===== src/rtl/regfile_wb_arbiter_if.sv =====
// Writeback bus between the two result sources, the arbiter and the
// register file write port, plus the pending-write scoreboard mask.
interface regfile_wb_arbiter_if;
  logic        s0_valid;
  logic [4:0]  s0_addr;
  logic [31:0] s0_data;
  logic        s0_ready;

  logic        s1_valid;
  logic [4:0]  s1_addr;
  logic [31:0] s1_data;
  logic        s1_ready;

  logic        wr_en;
  logic [4:0]  wr_addr;
  logic [31:0] wr_data;
  logic [31:0] pending_mask;

  // Pipeline side: drives requests, observes readiness and the write port.
  modport master (
    output s0_valid, s0_addr, s0_data,
    input  s0_ready,
    output s1_valid, s1_addr, s1_data,
    input  s1_ready,
    input  wr_en, wr_addr, wr_data, pending_mask
  );

  // Arbiter side.
  modport slave (
    input  s0_valid, s0_addr, s0_data,
    output s0_ready,
    input  s1_valid, s1_addr, s1_data,
    output s1_ready,
    output wr_en, wr_addr, wr_data, pending_mask
  );
endinterface


===== src/rtl/regfile_wb_arbiter.sv =====
// Register file writeback arbiter: two per-source FIFOs (ALU and load
// results) share the single write port round-robin, one write per clock.
// A pending-write mask covers everything queued or currently issuing so the
// issue stage can stall on RAW/WAW hazards.
module regfile_wb_arbiter #(
  parameter int DEPTH   = 2,
  parameter bit DROP_R0 = 1'b1
) (
  input  logic                 clk,
  input  logic                 reset,
  regfile_wb_arbiter_if.slave  bus
);

  localparam int PTR_W = (DEPTH > 1) ? $clog2(DEPTH) : 1;
  localparam int CNT_W = $clog2(DEPTH + 1);

  typedef struct packed {
    logic [4:0]  addr;
    logic [31:0] data;
  } wb_entry_t;

  typedef enum logic {
    SRC0 = 1'b0,
    SRC1 = 1'b1
  } src_t;

  wb_entry_t        mem [2][DEPTH];
  logic [PTR_W-1:0] rd_ptr [2];
  logic [PTR_W-1:0] wr_ptr [2];
  logic [CNT_W-1:0] count [2];

  wb_entry_t        in_entry [2];
  wb_entry_t        head [2];
  wb_entry_t        pop_entry;
  logic [1:0]       in_valid;
  logic [1:0]       ready;
  logic [1:0]       nonempty;
  logic [1:0]       push;
  logic [1:0]       pop;
  logic             issue;
  src_t             last_grant;
  src_t             grant_next;

  logic             wr_en_q;
  logic [4:0]       wr_addr_q;
  logic [31:0]      wr_data_q;
  logic [31:0]      mask;

  function automatic logic [PTR_W-1:0] next_ptr(input logic [PTR_W-1:0] p);
    return (p == PTR_W'(DEPTH - 1)) ? '0 : p + 1'b1;
  endfunction

  // Gather both sources into indexed form and derive FIFO status from the
  // registered counts only, so readiness never depends on this cycle's pop.
  // NOTE: every signal written here gets a default first; a path that leaves
  // a combinational output unassigned would infer a latch.
  always_comb begin
    in_valid    = {bus.s1_valid, bus.s0_valid};
    in_entry[0] = '{addr: bus.s0_addr, data: bus.s0_data};
    in_entry[1] = '{addr: bus.s1_addr, data: bus.s1_data};
    for (int s = 0; s < 2; s++) begin
      ready[s]    = (count[s] < CNT_W'(DEPTH));
      nonempty[s] = (count[s] != '0);
      head[s]     = mem[s][rd_ptr[s]];
      push[s]     = in_valid[s] && ready[s];
    end
  end

  // Round-robin pick among non-empty FIFOs; the pointer only moves on
  // contention, so a lone source never steals its rival's next turn.
  always_comb begin
    pop        = '0;
    grant_next = last_grant;
    if (nonempty[0] && nonempty[1]) begin
      if (last_grant == SRC1) begin
        pop[0]     = 1'b1;
        grant_next = SRC0;
      end else begin
        pop[1]     = 1'b1;
        grant_next = SRC1;
      end
    end else if (nonempty[0]) begin
      pop[0] = 1'b1;
    end else if (nonempty[1]) begin
      pop[1] = 1'b1;
    end
    pop_entry = pop[1] ? head[1] : head[0];
    issue     = (|pop) && !(DROP_R0 && (pop_entry.addr == 5'd0));
  end

  // FIFO pointers and occupancy; a simultaneous push and pop leaves the
  // count unchanged.
  // NOTE: sequential state uses non-blocking assignments so every register
  // samples pre-edge values regardless of statement order.
  always_ff @(posedge clk or posedge reset) begin
    if (reset) begin
      for (int s = 0; s < 2; s++) begin
        rd_ptr[s] <= '0;
        wr_ptr[s] <= '0;
        count[s]  <= '0;
      end
    end else begin
      for (int s = 0; s < 2; s++) begin
        if (push[s]) wr_ptr[s] <= next_ptr(wr_ptr[s]);
        if (pop[s])  rd_ptr[s] <= next_ptr(rd_ptr[s]);
        case ({push[s], pop[s]})
          2'b10:   count[s] <= count[s] + 1'b1;
          2'b01:   count[s] <= count[s] - 1'b1;
          default: count[s] <= count[s];
        endcase
      end
    end
  end

  // FIFO storage writes.
  // NOTE: the storage array is deliberately not reset; occupancy is tracked
  // by the reset counts, so stale contents are never observed.
  always_ff @(posedge clk) begin
    for (int s = 0; s < 2; s++) begin
      if (push[s]) mem[s][wr_ptr[s]] <= in_entry[s];
    end
  end

  // Write-port register and round-robin pointer; a dropped r0 write still
  // pops and moves the pointer but leaves the port idle and holding.
  always_ff @(posedge clk or posedge reset) begin
    if (reset) begin
      wr_en_q    <= 1'b0;
      wr_addr_q  <= '0;
      wr_data_q  <= '0;
      last_grant <= SRC1;
    end else begin
      last_grant <= grant_next;
      wr_en_q    <= issue;
      if (issue) begin
        wr_addr_q <= pop_entry.addr;
        wr_data_q <= pop_entry.data;
      end
    end
  end

  // Scoreboard: decode every occupied FIFO slot plus the issuing write.
  always_comb begin
    logic [PTR_W-1:0] offset;
    mask = '0;
    for (int s = 0; s < 2; s++) begin
      for (int j = 0; j < DEPTH; j++) begin
        offset = PTR_W'(j) - rd_ptr[s];
        if ((CNT_W'(offset) < count[s]) &&
            !(DROP_R0 && (mem[s][j].addr == 5'd0))) begin
          mask[mem[s][j].addr] = 1'b1;
        end
      end
    end
    if (wr_en_q) mask[wr_addr_q] = 1'b1;
  end

  assign bus.s0_ready     = ready[0];
  assign bus.s1_ready     = ready[1];
  assign bus.wr_en        = wr_en_q;
  assign bus.wr_addr      = wr_addr_q;
  assign bus.wr_data      = wr_data_q;
  assign bus.pending_mask = mask;

endmodule


===== src/flat_wrapper.sv =====
// flat-port wrapper written by rule: the top's interface ports become plain ports
module regfile_wb_arbiter_flat 
#(
  parameter int DEPTH   = 2,
  parameter bit DROP_R0 = 1'b1
)
  (clk, reset, bus_s0_valid, bus_s0_addr, bus_s0_data, bus_s0_ready, bus_s1_valid, bus_s1_addr, bus_s1_data, bus_s1_ready, bus_wr_en, bus_wr_addr, bus_wr_data, bus_pending_mask);
  regfile_wb_arbiter_if bus_i ();
  input  logic clk;
  input  logic reset;
  input wire logic [$bits(bus_i.s0_valid)-1:0] bus_s0_valid;
  input wire logic [$bits(bus_i.s0_addr)-1:0] bus_s0_addr;
  input wire logic [$bits(bus_i.s0_data)-1:0] bus_s0_data;
  output wire logic [$bits(bus_i.s0_ready)-1:0] bus_s0_ready;
  input wire logic [$bits(bus_i.s1_valid)-1:0] bus_s1_valid;
  input wire logic [$bits(bus_i.s1_addr)-1:0] bus_s1_addr;
  input wire logic [$bits(bus_i.s1_data)-1:0] bus_s1_data;
  output wire logic [$bits(bus_i.s1_ready)-1:0] bus_s1_ready;
  output wire logic [$bits(bus_i.wr_en)-1:0] bus_wr_en;
  output wire logic [$bits(bus_i.wr_addr)-1:0] bus_wr_addr;
  output wire logic [$bits(bus_i.wr_data)-1:0] bus_wr_data;
  output wire logic [$bits(bus_i.pending_mask)-1:0] bus_pending_mask;
  assign bus_i.s0_valid = bus_s0_valid;
  assign bus_i.s0_addr = bus_s0_addr;
  assign bus_i.s0_data = bus_s0_data;
  assign bus_s0_ready = bus_i.s0_ready;
  assign bus_i.s1_valid = bus_s1_valid;
  assign bus_i.s1_addr = bus_s1_addr;
  assign bus_i.s1_data = bus_s1_data;
  assign bus_s1_ready = bus_i.s1_ready;
  assign bus_wr_en = bus_i.wr_en;
  assign bus_wr_addr = bus_i.wr_addr;
  assign bus_wr_data = bus_i.wr_data;
  assign bus_pending_mask = bus_i.pending_mask;
  regfile_wb_arbiter #(.DEPTH(DEPTH), .DROP_R0(DROP_R0)) u_core (.clk(clk), .reset(reset), .bus(bus_i));
endmodule

===== config.mk =====
export PLATFORM = sky130hd
export DESIGN_NAME = regfile_wb_arbiter_flat
export DESIGN_NICKNAME = d
export VERILOG_FILES = /design/src/rtl/regfile_wb_arbiter_if.sv /design/src/rtl/regfile_wb_arbiter.sv /design/src/flat_wrapper.sv
export SDC_FILE = /design/constraint.sdc
export NUM_CORES = 1
export LEC_CHECK = 0
export ABC_AREA = 1
export ABC_CLOCK_PERIOD_IN_PS = 2800
export BUFFER_PORTS_ARGS = -buffer_cell sky130_fd_sc_hd__buf_2
export CAP_MARGIN = 20
export CORE_ASPECT_RATIO = 1.5
export CORE_MARGIN = 2
export CORE_UTILIZATION = 50
export CTS_CLUSTER_SIZE = 24
export DETAILED_ROUTE_END_ITERATION = 7
export GPL_TIMING_DRIVEN = 0
export HOLD_SLACK_MARGIN = 0.03
export PLACE_DENSITY_LB_ADDON = 0.08
export SLEW_MARGIN = 25
export SYNTH_ARGS = -nofsm -noshare
export SYNTH_HDL_FRONTEND = slang
export SYNTH_SLANG_ARGS = --single-unit

===== constraint.sdc =====
create_clock -name clk -period 2.8 [get_ports clk]
set_input_delay 0 -clock clk [delete_from_list [all_inputs] [get_ports clk]]
set_output_delay 0 -clock clk [all_outputs]
set_load 0.005 [all_outputs]

After elaboration in Yosys (flattened, before gate mapping)
Memories as Yosys holds them, arrays and structs flattened. Cells that the tools add are included.

Flip-flop bits (word level): 47. Bits in writable memories: 148. Bits of input ports: 78. Output and inout bits: 72. Word-level logic and storage cells: 129. Memories: 1.

Add/sub/neg operators: 12. $lt $le $gt $ge: 22. Equality and inequality tests: 4. Multiplexer cells: 42. Bitwise logic cells: 8. Reduce and logical (&&, ||, !) cells: 30.

Memories: u_core.mem (words 2, bits a word 74, rd ports 2, clocked after Yosys merged registers in 0, write ports 2, line regfile_wb_arbiter.sv:27) `wb_entry_t mem [2][DEPTH];`.

Operator list (number): two-way mux 37 bit (9); two-way mux 32 bit (5); two-way mux 74 bit (2); OR 32 bit (4); demux 37 bit (select 1 bit) (2); less-than comparator 5 x 6 -> 1 bit (second input constant) (5); demux 1 bit (select 5 bit) (5); greater-or-equal comparator 5 x 1 -> 1 bit (second input constant) (5); logical NOT 5 bit (5); two-way mux 1 bit (16); logical AND 1 bit (15); greater-or-equal comparator 2 bit (second input constant) (4); less-than comparator 1 x 2 -> 1 bit (4); NOT 1 -> 2 bit (4); case mux 2 bit (2 select lines) (2); nonzero test 2 bit (4); logical NOT 1 bit (5); adder 1 bit (second input constant) (4); adder 2 x 1 -> 2 bit (second input constant) (2); equality test 2 x 1 -> 1 bit (second input constant) (2); equality test 2 bit (second input constant) (2); less-than comparator 2 x 1 -> 1 bit (second input constant) (2); less-than comparator 2 bit (second input constant) (2); subtractor 1 bit (first input constant) (4); other kinds (3) (4).

Depth between registers and ports, before layout
Gate-level depths: netlist of run 1.

Depth in word-level cells: 13. Gate-level depth with buffers: 13. Depth with buffers taken out: 9.

Least setup slack after synthesis of run 1
OpenSTA, ideal clock, no wires.

Path kind: reg2reg. Start: register u_core.count[3] (netlist bit). End: memory u_core.mem[0][0] (netlist bit), enable pin. Setup time: 0.431 ns. Data arrival time: 2.243 ns. Required time: 2.369 ns. Path slack: 0.126 ns. Cell stages (with the launch flop): 4. Path buffers: 0. Period minus slack after synthesis: 2.674 ns. Cells stage by stage: dfrtp_1 inv_1 nand2_1 nor2_1.

RTL lines: from (decl) (line regfile_wb_arbiter.sv:30) `logic [CNT_W-1:0] count [2];`; from (signal, indexed assignment) (line regfile_wb_arbiter.sv:107) `2'b10: count[s] <= count[s] + 1'b1;`; from (signal, indexed assignment) (line regfile_wb_arbiter.sv:108) `2'b01: count[s] <= count[s] - 1'b1;`; from (signal, indexed assignment) (line regfile_wb_arbiter.sv:109) `default: count[s] <= count[s];`; to (decl) (line regfile_wb_arbiter.sv:27).

Worst setup path in the final report of run 1
Start: register u_core.rd_ptr[1] (netlist bit). End: output bus_pending_mask[14].

Word-level cells in the longest chain between the ends: 12. Elaborated cells on any way between the ends: 15. Those cells by class: add/sub (2); order compare (2); mux (5); bitwise (4); reduce/logical (2).

RTL lines: from (decl) (line regfile_wb_arbiter.sv:28) `logic [PTR_W-1:0] rd_ptr [2];`; from (signal, indexed assignment) (line regfile_wb_arbiter.sv:105) `if (pop[s]) rd_ptr[s] <= next_ptr(rd_ptr[s]);`; subtractor 1 bit (line regfile_wb_arbiter.sv:148) `offset = PTR_W'(j) - rd_ptr[s];`; less-than comparator 1 x 2 -> 1 bit (line regfile_wb_arbiter.sv:149) `if ((CNT_W'(offset) < count[s]) &&`; logical AND 1 bit (line regfile_wb_arbiter.sv:149); two-way mux 32 bit (line regfile_wb_arbiter.sv:149); OR 32 bit (no source line); two-way mux 32 bit (*) (line regfile_wb_arbiter.sv:149); OR 32 bit (no source line); two-way mux 32 bit (*) (line regfile_wb_arbiter.sv:149); OR 32 bit (no source line); two-way mux 32 bit (*) (line regfile_wb_arbiter.sv:149); OR 32 bit (no source line); two-way mux 32 bit (*) (line regfile_wb_arbiter.sv:155) `if (wr_en_q) mask[wr_addr_q] = 1'b1;`; to (decl) (line flat_wrapper.sv:22) `output wire logic [$bits(bus_i.pending_mask)-1:0] bus_pending_mask;`.

Every way passes the cells marked *; elsewhere a longest branch is shown, timed or not.

==> results.md, run 1 <==
- Multiplexer area fraction after synthesis: 0
- Internal Power: 7.515 mW
- Crit end category: primary output
- CTS max path bufs: 2
- Ant diodes: 0
- Synth Area in Compound Gates: 0.07931
- Root buffer cell: clkbuf_16
- Type of origin of the critical path: flip-flop
- First-pass GRT wire length: 43.37 mm
- 1st-iter DRT viols: 541
- Sequential power share: 0.337
- Max FO, Critical Path: 10
- Largest net degree at the start of global routing: 48
- Period utilization: 0.9596
- Largest family of logic cells by synthesized area: simple AND/OR/NAND/NOR gates
- Largest cells by area after synthesis: edfxtp_1, nand2_1, dfrtp_1, nor2_1, nand3_1
- Detail Route Antenna Nets: 0
- Req. time, crit path: 2800 ps
- Clock-pin transition on the worst setup and hold timing paths: 80 ps
- Num CTS Buffers: 17
- Via/cell ratio: 5.408
- Std cell rows: 61
- Post-synth EDFFs: 148
- CTS H-tree depth: 4
- # Post-CTS Setup Buffers: 0
- CP Data Arrival Time: 2690 ps
- Wire length per cell: 19.81 microns
- Layout area overhead: 28.27%
- Die height: 171.2 microns
- Xor/xnor share of the synthesized area: 0.008454
- Asr flop ratio synth: 0.2410
- Final HPWL DP: 21.03 mm
- Sw power: 5.589 mW
- Yosys warning count: 0
- Synth Flop Type: edfxtp_1
- Finished layout cell area: 11,960 sq um
- RSZ-0062 raised after global routing: true
- Effective utilization at floorplan: 0.5069
- Dpl cell area: 10,540 sq um
- Switching Share: 0.4265
- Synthesized area: 9324 sq um
- Clk_lat worst skew: 440 ps
- Area leader, netlist: edfxtp_1
- Synth Area in Simple Gates: 0.2501
- Commonest cells post-synth: nand2_1, edfxtp_1, nor2_1
- Clk sink count: 195
- Yosys reg bits: 195
- Fmax: 0.3722 GHz
- Core ar.: 18,390 sq um
- FF/Latch Area: 5622 sq um
- DR DRC count: 0
- Slew margin rel.: 0.4850
- Total track usage: 0.3003
- WS Path Type: flip-flop to primary output
- Count leader, synth: nand2_1
- Max Slew Vio Count: 0
- Die area: 19,780 sq um
- Register area share after synthesis: 0.6029
- Gp weighted congestion: 1.024
- CTS tree: done
- I/O pin cnt: 150
- Post-Syn Nets: 1,066
- Final setup viols: 0
- Vias: 8,107
- Pwr/cell area: 1096 nW/um^2
- Worst Tran Pin Value: 766.6 ps
- Hold Crit Class: input pin to flip-flop
- Footprint of the multi-input gates: 3213 sq um
- Final hold viol count: 0
- Total grt overflow: 0
- # port buffers: 149
- Combinational share of power: 0.457
- Share of synthesized cell area in full adder, half adder and majority cells: 0.002684
- Outcome: finished clean
- Clock power share: 0.207
- Share of cells above drive strength 1: 0.2029
- Peak VDD IR: 0.7977 mV
- Initial antenna violation count: 0
- Post-route minimum period: 2687 ps
- LEAKAGE: 5.281 nW
- Placed insts: 1,392
- Die X-Extent: 115.5 microns
- Number of fill cells: 1,466
- Post-synth top area share: 0.4767
- First-pass detailed-route iteration total: 6
- Final layout net count: 1,314
- Max-cap viol count: 0
- Fin cells: 1,499
- Synth Instances: 986
- Vias in the first global route: 7,967
- Synth Area per Inst: 9.456 sq um
- Post-Route Skew: 18.31 ps
- Yosys cell types: 42
- Post-Route WL: 29.69 mm
[registers in the layout (all words and copies together) (netlist names)]
| signal | flops |
|---|---|
| u_core.rd_ptr | 2 |
| u_core.wr_ptr | 2 |
| u_core.mem | 148 |
| u_core.bus.wr_en | 1 |
| u_core.bus.wr_data | 32 |
| u_core.count | 4 |
| u_core.bus.wr_addr | 5 |
| u_core.last_grant | 1 |
[critical path: stages (launching register included)]
cell,delay [ps]
dfrtp_1,380
buf_2,180
buf_2,210
o21ai_0,410
nand3_1,400
inv_1,200
nand2_1,130
o21ai_0,110
a21oi_1,60
nand2_1,60
buf_2,120
[power by group through the flow]
stage	combinational [mW]	sequential, mW	clock (mW)
6_report	5.98	4.41	2.71
5_1_grt	6.60	4.47	2.82
4_1_cts	5.96	4.39	2.71
3_5_place_dp	5.84	4.45	0
3_3_place_gp	5.62	4.49	0
2_1_floorplan	3.82	4.39	0
[metrics by stage]
step / util / power, mW / hold WS, ps / TNS (ps) / setup slack [ps]
floorplan: - / 8.206 / 98.87 / 0 / 126.0
global placement: 0.5646 / 10.11 / 187.9 / -159700 / -1139
detailed placement: 0.5728 / 10.29 / 142.9 / 0 / 438.3
CTS: 0.6498 / 13.07 / 31.18 / 0 / 103.6
global route: 0.6502 / 13.90 / 75.20 / -32.91 / -32.91
finish: 0.6502 / 13.10 / 45.26 / 0 / 113.1
[area by class of cell]
class,count,area share
Sequential cell,195,0.4700
Multi-Input combinational cell,671,0.2686
Timing Repair Buffer,229,0.1350
Clock buffer,17,0.03557
Tap cell,252,0.02636
Inverter,80,0.02532
Clock inverter,15,0.02019
Buffer,40,0.01894
[cells by family after synthesis]
| kind of cell | Yosys count |
|---|---|
| AO/OA/AOI/OAI | 114 |
| flip-flops | 195 |
| buffers and inverters | 120 |
| XOR/XNOR | 9 |
| AND/OR/NAND/NOR | 546 |
| adder cells (fa/ha/maj) | 2 |
[layer usage]
metal / vias up / global-route usage / routed length (microns) / share of wire
met4: 0 / 0.1608 / 1522 / 0.051
met1: 3853 / 0.3431 / 11140 / 0.38
met5: - / 0 / 0 / 0
li1: 3843 / - / - / -
met2: 325 / 0.5355 / 15580 / 0.52
met3: 86 / 0.04440 / 1440 / 0.049
[path summary, 6_finish.rpt]
| kind | slack, ps | end | cells after the start | from |
|---|---|---|---|---|
| min | 50 | u_core.wr_ptr[0] | 3 | bus_s1_valid |
| max | 110 | bus_pending_mask[14] | 10 | u_core.rd_ptr[1] |
| min in group asynchronous | 200 | u_core.bus.wr_data[7] | 3 | reset |
| max reg2reg | 420 | u_core.count[1] | 10 | u_core.last_grant |
| min reg2reg | 470 | u_core.bus.wr_data[0] | 2 | u_core.bus.wr_data[0] |
| max in group asynchronous | 2130 | u_core.bus.wr_data[26] | 3 | reset |
[repair_timing]
| action | CTS | global route |
|---|---|---|
| gates resized for setup | 0 | 3 |
| hold endpoints to repair | 194 | 0 |
| hold buffers | 75 | 0 |
| endpoints found under the setup margin | 0 | 3 |
[cell usage in the layout, fill, tap and decap left out, drive strengths merged]
cell type / instances
a21oi: 22
o211ai: 6
o22ai: 10
dlygate4sd3: 75
a31oi: 32
edfxtp: 148
o2111ai: 8
o221ai: 3
nor4: 3
bufinv: 2
dfrtp: 46
clkbuf: 31
dfstp: 1
xor2: 7
o21ai: 21
buf: 180
a32oi: 2
nand4: 10
nand3: 78
o21bai: 1
clkinv: 5
a221oi: 1
o21a: 1
nand2: 351
nor2: 87
nor3: 14
or2: 3
xnor2: 2
ha: 2
inv: 88
a22oi: 7
(Power assumes the default switching activity.)
==> run 2, diff against run 1 <==
--- a/config.mk
+++ b/config.mk
@@ -17,7 +17,9 @@
 export GPL_TIMING_DRIVEN = 0
 export HOLD_SLACK_MARGIN = 0.03
 export PLACE_DENSITY_LB_ADDON = 0.08
+export RECOVER_POWER = 100
 export SLEW_MARGIN = 25
 export SYNTH_ARGS = -nofsm -noshare
 export SYNTH_HDL_FRONTEND = slang
 export SYNTH_SLANG_ARGS = --single-unit
+export TNS_END_PERCENT = 5
==> results.md, run 2 (synthesized netlist as in run 1, its figures left out) <==
- Outcome: finished, violations left
- Violated checks: hold timing, capacitance limit, slew limit
- GR Layer Usage met3: 0.04440 (unchanged)
- Total grt overflow: 0 (unchanged)
- Vias in the first global route: 7,967 (unchanged)
- CTS H-tree depth: 4 (unchanged)
- I/O pin cnt: 150 (unchanged)
- Pwr Total: 12.89 mW (-1.6%)
- Core ar.: 18,390 sq um (unchanged)
- GRT met1 Usage: 0.3431 (unchanged)
- WHS Endpoint: u_core.wr_ptr[0]
- Worst Tran Pin Value: 2010 ps (+1243 ps)
- Std cell rows: 61 (unchanged)
- Worst Reg-to-Reg Cells: 11 (+1)
- Ant diodes: 0 (unchanged)
- Crit end category: primary output
- Max-cap viol count: 2 (+2)
- Critical R2R Capture: u_core.count[1]
- Placed insts: 1,392 (unchanged)
- DR DRC count: 0 (unchanged)
- CTS max path bufs: 2 (unchanged)
- Fmax: 0.3673 GHz (-1.3%)
- Hold Crit Class: input pin to flip-flop
- Final Util: 0.6362 (-0.01401)
- Finished layout cell area: 11,700 sq um (-2.2%)
- R2R Path Start: u_core.count[1]
- Die area: 19,780 sq um (unchanged)
- # Post-CTS Setup Buffers: 0 (unchanged)
- Effective utilization at floorplan: 0.5069 (unchanged)
- First-pass GRT wire length: 43.37 mm (unchanged)
- Clock-pin transition on the worst setup and hold timing paths: 80 ps (about the same)
- Wire length per cell: 19.82 microns (about the same)
- Worst hold path cell count: 3 (unchanged)
- Final hold viol count: 1 (+1)
- Die X-Extent: 115.5 microns (unchanged)
- Gp weighted congestion: 1.024 (unchanged)
- Final HPWL DP: 21.03 mm (unchanged)
- Final setup viols: 0 (unchanged)
- RSZ-0062 raised after global routing: true
- Post-Route WL: 29.71 mm (about the same)
- Dpl cell area: 10,540 sq um (unchanged)
- Peak VDD IR: 0.7941 mV (-0.46%)
- Slew margin rel.: -0.3415 (-0.8265)
- Share of cells above drive strength 1: 0.1075 (-0.09543)
- Via/cell ratio: 5.419 (+0.20%)
- Most common cell after layout, fill and taps aside: nand2_1
- Pwr/cell area: 1102 nW/um^2 (+0.55%)
- Most frequent cells in the layout: nand2_1, edfxtp_1, clkbuf_1
- Post-route minimum period: 2723 ps (+35.82 ps)
- Req. time, crit path: 2800 ps (about the same)
- Fin cells: 1,499 (unchanged)
- CTS tree: done
- Max Slew Vio Count: 66 (+66)
- Max reg flops: 148 (unchanged)
- # port buffers: 149 (unchanged)
- Max FO, Critical Path: 10 (unchanged)
- CP dominant cell by count: buf_2
- Worst R2R Setup Slack: 80 ps (-340 ps)
- First-pass detailed-route iteration total: 5 (-1)
- Period utilization: 0.9724 (+0.01279)
- CP max stage delay: 460 ps (+50 ps)
- CP Data Arrival Time: 2720 ps (+30 ps)
- Slowest-stage cell, CP: o21ai_0
- Met2 Use GR: 0.5355 (unchanged)
- Worst Hold Launch: bus_s1_valid
- Critical path's top delay family: compound AO/OA/AOI/OAI gates
- WP buf/inv: 3 (-1)
- Clk_lat worst skew: 440 ps (about the same)
- Total track usage: 0.3003 (unchanged)
- Root buffer cell: clkbuf_16
- Layout area overhead: 25.51%
- 1st-iter DRT viols: 557 (+3.0%)
- LEAKAGE: 4.915 nW (-6.9%)
- Final layout net count: 1,314 (unchanged)
- Detail Route Antenna Nets: 0 (unchanged)
- Post-Route Skew: 16.77 ps (-1.543 ps)
- CP Cell Sequence: buf_2 > buf_2 > o21ai_0 > nand3_1 > o21ai_0 > a21oi_1 > o211ai_1 > buf_2
- Largest net degree at the start of global routing: 48 (unchanged)
- WS Path Type: flip-flop to primary output
- Vias: 8,123 (+0.20%)
- Hold Slack: -54.58 ps (-99.85 ps)
- Num CTS Buffers: 17 (unchanged)
- Type of origin of the critical path: flip-flop
- Die height: 171.2 microns (unchanged)
- Gr busiest metal: met2
- Clk sink count: 195 (unchanged)
- Initial antenna violation count: 0 (unchanged)
==> run 2: cell types whose count changed in the layout (fill, tap and decap cells not counted), sizes merged <==
| cell | delta |
|---|---|
| buf | -119 |
| clkbuf | +119 |
| clkinv | +1 |
| inv | -1 |
==> run 2: repair_timing <==
item                                    4_1_cts  5_1_grt
endpoints found under the setup margin        0        3
gates resized for setup                       0        2
hold buffers                                 75        0
endpoints found under the hold margin       194        0
==> run 2: worst register-to-register path, delay by kind of cell (launching register included) <==
family / cells / cell delay, ps
AOI/OAI and AO/OA: 2 / 230
xor gates and xnor gates: 1 / 160
adders and majority gates: 1 / 350
buffers and inverters: 5 / 1190
DFF: 1 / 380
and+or+nand+nor: 2 / 300
==> run 2: where the power goes <==
group | internal, mW | switching [mW]
clock network | 1.42 | 1.28
registers | 4.00 | 0.422
logic | 1.92 | 3.86
==> run 2: per-stage QoR <==
| stage | setup WS [ps] | setup TNS [ps] |
|---|---|---|
| after CTS | 103.6 | 0 |
| after floorplan | 126.0 | 0 |
| after global placement | -1139 | -159700 |
| after global routing | -85.40 | -2280 |
| after detailed placement | 438.3 | 0 |
| final | 77.25 | 0 |
==> run 2: area by class of cell <==
type / instances / area (sq um)
fillers: 1548 / 6691
plain buffers: 40 / 203.9
well taps: 252 / 315.3
flip-flops and latches: 195 / 5622
repair buffers: 229 / 1411
clock inverters: 15 / 241.5
inverters: 80 / 300.3
multi-input cells: 671 / 3183
clock buffers: 17 / 425.4
==> run 2: layer usage <==
layer / vias to the layer above / part of all wire
met2: 354 / 0.52
met4: 0 / 0.052
met1: 3846 / 0.37
met5: - / 0
li1: 3836 / -
met3: 87 / 0.055
==> run 2: worst max-delay path by stage <==
stage | start | to | slack [ps] | cells past startpoint
6_report | u_core.rd_ptr[1] | bus_pending_mask[31] | 80 | 8
5_1_grt | u_core.rd_ptr[1] | bus_pending_mask[31] | -90 | 8
4_1_cts | u_core.rd_ptr[1] | bus_pending_mask[31] | 100 | 8
3_5_place_dp | u_core.last_grant | u_core.count[1] | 440 | 10
3_3_place_gp | u_core.count[3] | u_core.mem[0][24] | -1140 | 3
2_1_floorplan | u_core.count[3] | u_core.mem[0][0] | 130 | 3
==> run 3, diff against run 2 <==
--- a/config.mk
+++ b/config.mk
@@ -9,11 +9,14 @@
 export ABC_CLOCK_PERIOD_IN_PS = 2800
 export BUFFER_PORTS_ARGS = -buffer_cell sky130_fd_sc_hd__buf_2
 export CAP_MARGIN = 20
+export CELL_PAD_IN_SITES_DETAIL_PLACEMENT = 1
+export CELL_PAD_IN_SITES_GLOBAL_PLACEMENT = 2
 export CORE_ASPECT_RATIO = 1.5
 export CORE_MARGIN = 2
-export CORE_UTILIZATION = 50
+export CORE_UTILIZATION = 32
 export CTS_CLUSTER_SIZE = 24
 export DETAILED_ROUTE_END_ITERATION = 7
+export GPL_ROUTABILITY_DRIVEN = 0
 export GPL_TIMING_DRIVEN = 0
 export HOLD_SLACK_MARGIN = 0.03
 export PLACE_DENSITY_LB_ADDON = 0.08
==> results.md, run 3 (synthesized netlist as in run 1, its figures left out) <==
- Crit end category: primary output
- Placed insts: 1,534 (+10%)
- Total track usage: 0.2177 (-0.08264)
- Post-Route WL: 32.12 mm (+8.1%)
- Die height: 213.1 microns (+24%)
- Outcome: finished, violations left
- Slowest-stage cell, CP: o21ai_1
- Most common cell after layout, fill and taps aside: nand2_1
- Worst Reg-to-Reg Cells: 11 (unchanged)
- Clock power share: 0.185 (-0.024)
- Max reg flops: 148 (unchanged)
- RSZ-0062 raised after global routing: true
- Worst hold path cell count: 3 (unchanged)
- Period utilization: 0.9627 (-0.009697)
- CTS tree: done
- # port buffers: 149 (unchanged)
- CTS H-tree depth: 4 (unchanged)
- Die X-Extent: 143.4 microns (+24%)
- Effective utilization at floorplan: 0.3247 (-0.1822)
- Dpl cell area: 10,820 sq um (+2.7%)
- Peak VDD IR: 0.6013 mV (-24%)
- Switching Share: 0.4310 (about the same)
- Max Slew Vio Count: 29 (-56%)
- First-pass GRT wire length: 48.67 mm (+12%)
- Most frequent cells in the layout: nand2_1, edfxtp_1, clkbuf_1
- Fin cells: 1,642 (+9.5%)
- Clk_lat worst skew: 440 ps (about the same)
- Fmax: 0.3710 GHz (+1.0%)
- Violated checks: hold timing, capacitance limit, slew limit
- CTS max path bufs: 2 (unchanged)
- Final Util: 0.4120 (-0.2242)
- Hold Slack: -60.70 ps (-6.117 ps)
- Die area: 30,550 sq um (+54%)
- Pwr/cell area: 1069 nW/um^2 (-3.0%)
- Core ar.: 28,720 sq um (+56%)
- Sequential power share: 0.349 (+0.006)
- LEAKAGE: 4.994 nW (+1.6%)
- Pre-CTS WS: 379.3 ps (-58.95 ps)
- Max FO, Critical Path: 10 (unchanged)
- Final layout net count: 1,319 (+0.38%)
- Final hold viol count: 1 (unchanged)
- Std cell rows: 76 (+25%)
- Post-Route Skew: 19.46 ps (+2.691 ps)
- Hold Crit Class: input pin to flip-flop
- 1st-iter DRT viols: 309 (-45%)
- Final WS setup: 104.4 ps (+27.15 ps)
- Vias: 7,922 (-2.5%)
- Initial antenna violation count: 0 (unchanged)
- CP max stage delay: 490 ps (+30 ps)
- DR DRC count: 0 (unchanged)
- I/O pin cnt: 150 (unchanged)
- WS Path Type: flip-flop to primary output
- # Post-CTS Setup Buffers: 0 (unchanged)
- Wire length per cell: 19.56 microns (-1.3%)
- Worst Tran Pin Value: 1759 ps (-250.7 ps)
- Vias in the first global route: 8,473 (+6.4%)
- Finished layout cell area: 11,830 sq um (+1.1%)
- Pwr Total: 12.65 mW (-1.9%)
- Layout area overhead: 26.89%
- Type of origin of the critical path: flip-flop
- Final setup TNS: 0 ps (unchanged)
- Post-route minimum period: 2696 ps (-27.15 ps)
- CP Data Arrival Time: 2700 ps (-20 ps)
- Max-cap viol count: 1 (-1)
- Largest net degree at the start of global routing: 29 (-40%)
- Sw power: 5.451 mW (-1.9%)
- Combinational share of power: 0.466 (+0.018)
- Detail Route Antenna Nets: 0 (unchanged)
- Via/cell ratio: 4.825 (-11%)
- Clk sink count: 195 (unchanged)
- Total grt overflow: 0 (unchanged)
- Slew margin rel.: -0.1729 (+0.1686)
- Ant diodes: 0 (unchanged)
- Internal Power: 7.195 mW (-1.9%)
- Root buffer cell: clkbuf_16
- First-pass detailed-route iteration total: 4 (-1)
- Final HPWL DP: 24.30 mm (+16%)
- Clock-pin transition on the worst setup and hold timing paths: 70 ps (about the same)
- Share of cells above drive strength 1: 0.1270 (+0.01954)
- Final setup viols: 0 (unchanged)
- CP Cell Sequence: clkbuf_2 > inv_1 > clkbuf_2 > o21ai_1 > nand2_1 > inv_1 > nand2_1 > o2111ai_1 > buf_2
- Num CTS Buffers: 17 (unchanged)
- Req. time, crit path: 2800 ps (about the same)
run 3: cell type report:
| class | instances | area (sq um) |
|---|---|---|
| Clock inverter | 15 | 135.1 |
| Tap cell | 390 | 488.0 |
| Timing Repair Buffer | 234 | 1466 |
| Clock buffer | 17 | 425.4 |
| Sequential cell | 195 | 5622 |
| Multi-Input combinational cell | 671 | 3179 |
| Fill cell | 3414 | 16890 |
| Inverter | 80 | 301.5 |
| Buffer | 40 | 214.0 |
run 3: final timing paths:
kind / from / end / slack [ps]
setup / recovery: u_core.rd_ptr[0] / bus_pending_mask[22] / 100
min in group asynchronous: reset / u_core.bus.wr_data[9] / 280
setup reg to reg: u_core.count[0] / u_core.bus.wr_addr[4] / 240
hold / removal: bus_s0_valid / u_core.wr_ptr[1] / -60
hold reg to reg: u_core.bus.wr_data[14] / u_core.bus.wr_data[14] / 470
max in group asynchronous: reset / u_core.bus.wr_addr[1] / 430
run 3: critical path, delay by kind of cell (launching register included):
family	cells	cell delay, ps
buf+inv	5	900
compound gates	2	600
simple gates	2	420
flops	1	320
run 3: power groups by stage:
stage                     registers (mW)  logic [mW]  clock network [mW]
after floorplan                     4.39        3.82                   0
after global placement              4.51        5.91                   0
after detailed placement            4.48        6.21                   0
after CTS                           4.42        6.31                2.41
after global routing                4.50        6.65                2.51
final                               4.42        5.89                2.33
run 3: per-layer routing:
layer | vias to the layer above | GRT usage | part of all wire
li1 | 3839 | - | -
met1 | 3851 | 0.2365 | 0.39
met2 | 181 | 0.4131 | 0.55
met3 | 51 | 0.03476 | 0.030
met4 | 0 | 0.09060 | 0.036
met5 | - | 0 | 0
run 3: what timing repair did:
action / 4_1_cts / 5_1_grt
endpoints found under the hold margin: 195 / 0
endpoints found under the setup margin: 0 / 6
resized for setup: 0 / 1
hold buffers: 76 / 0
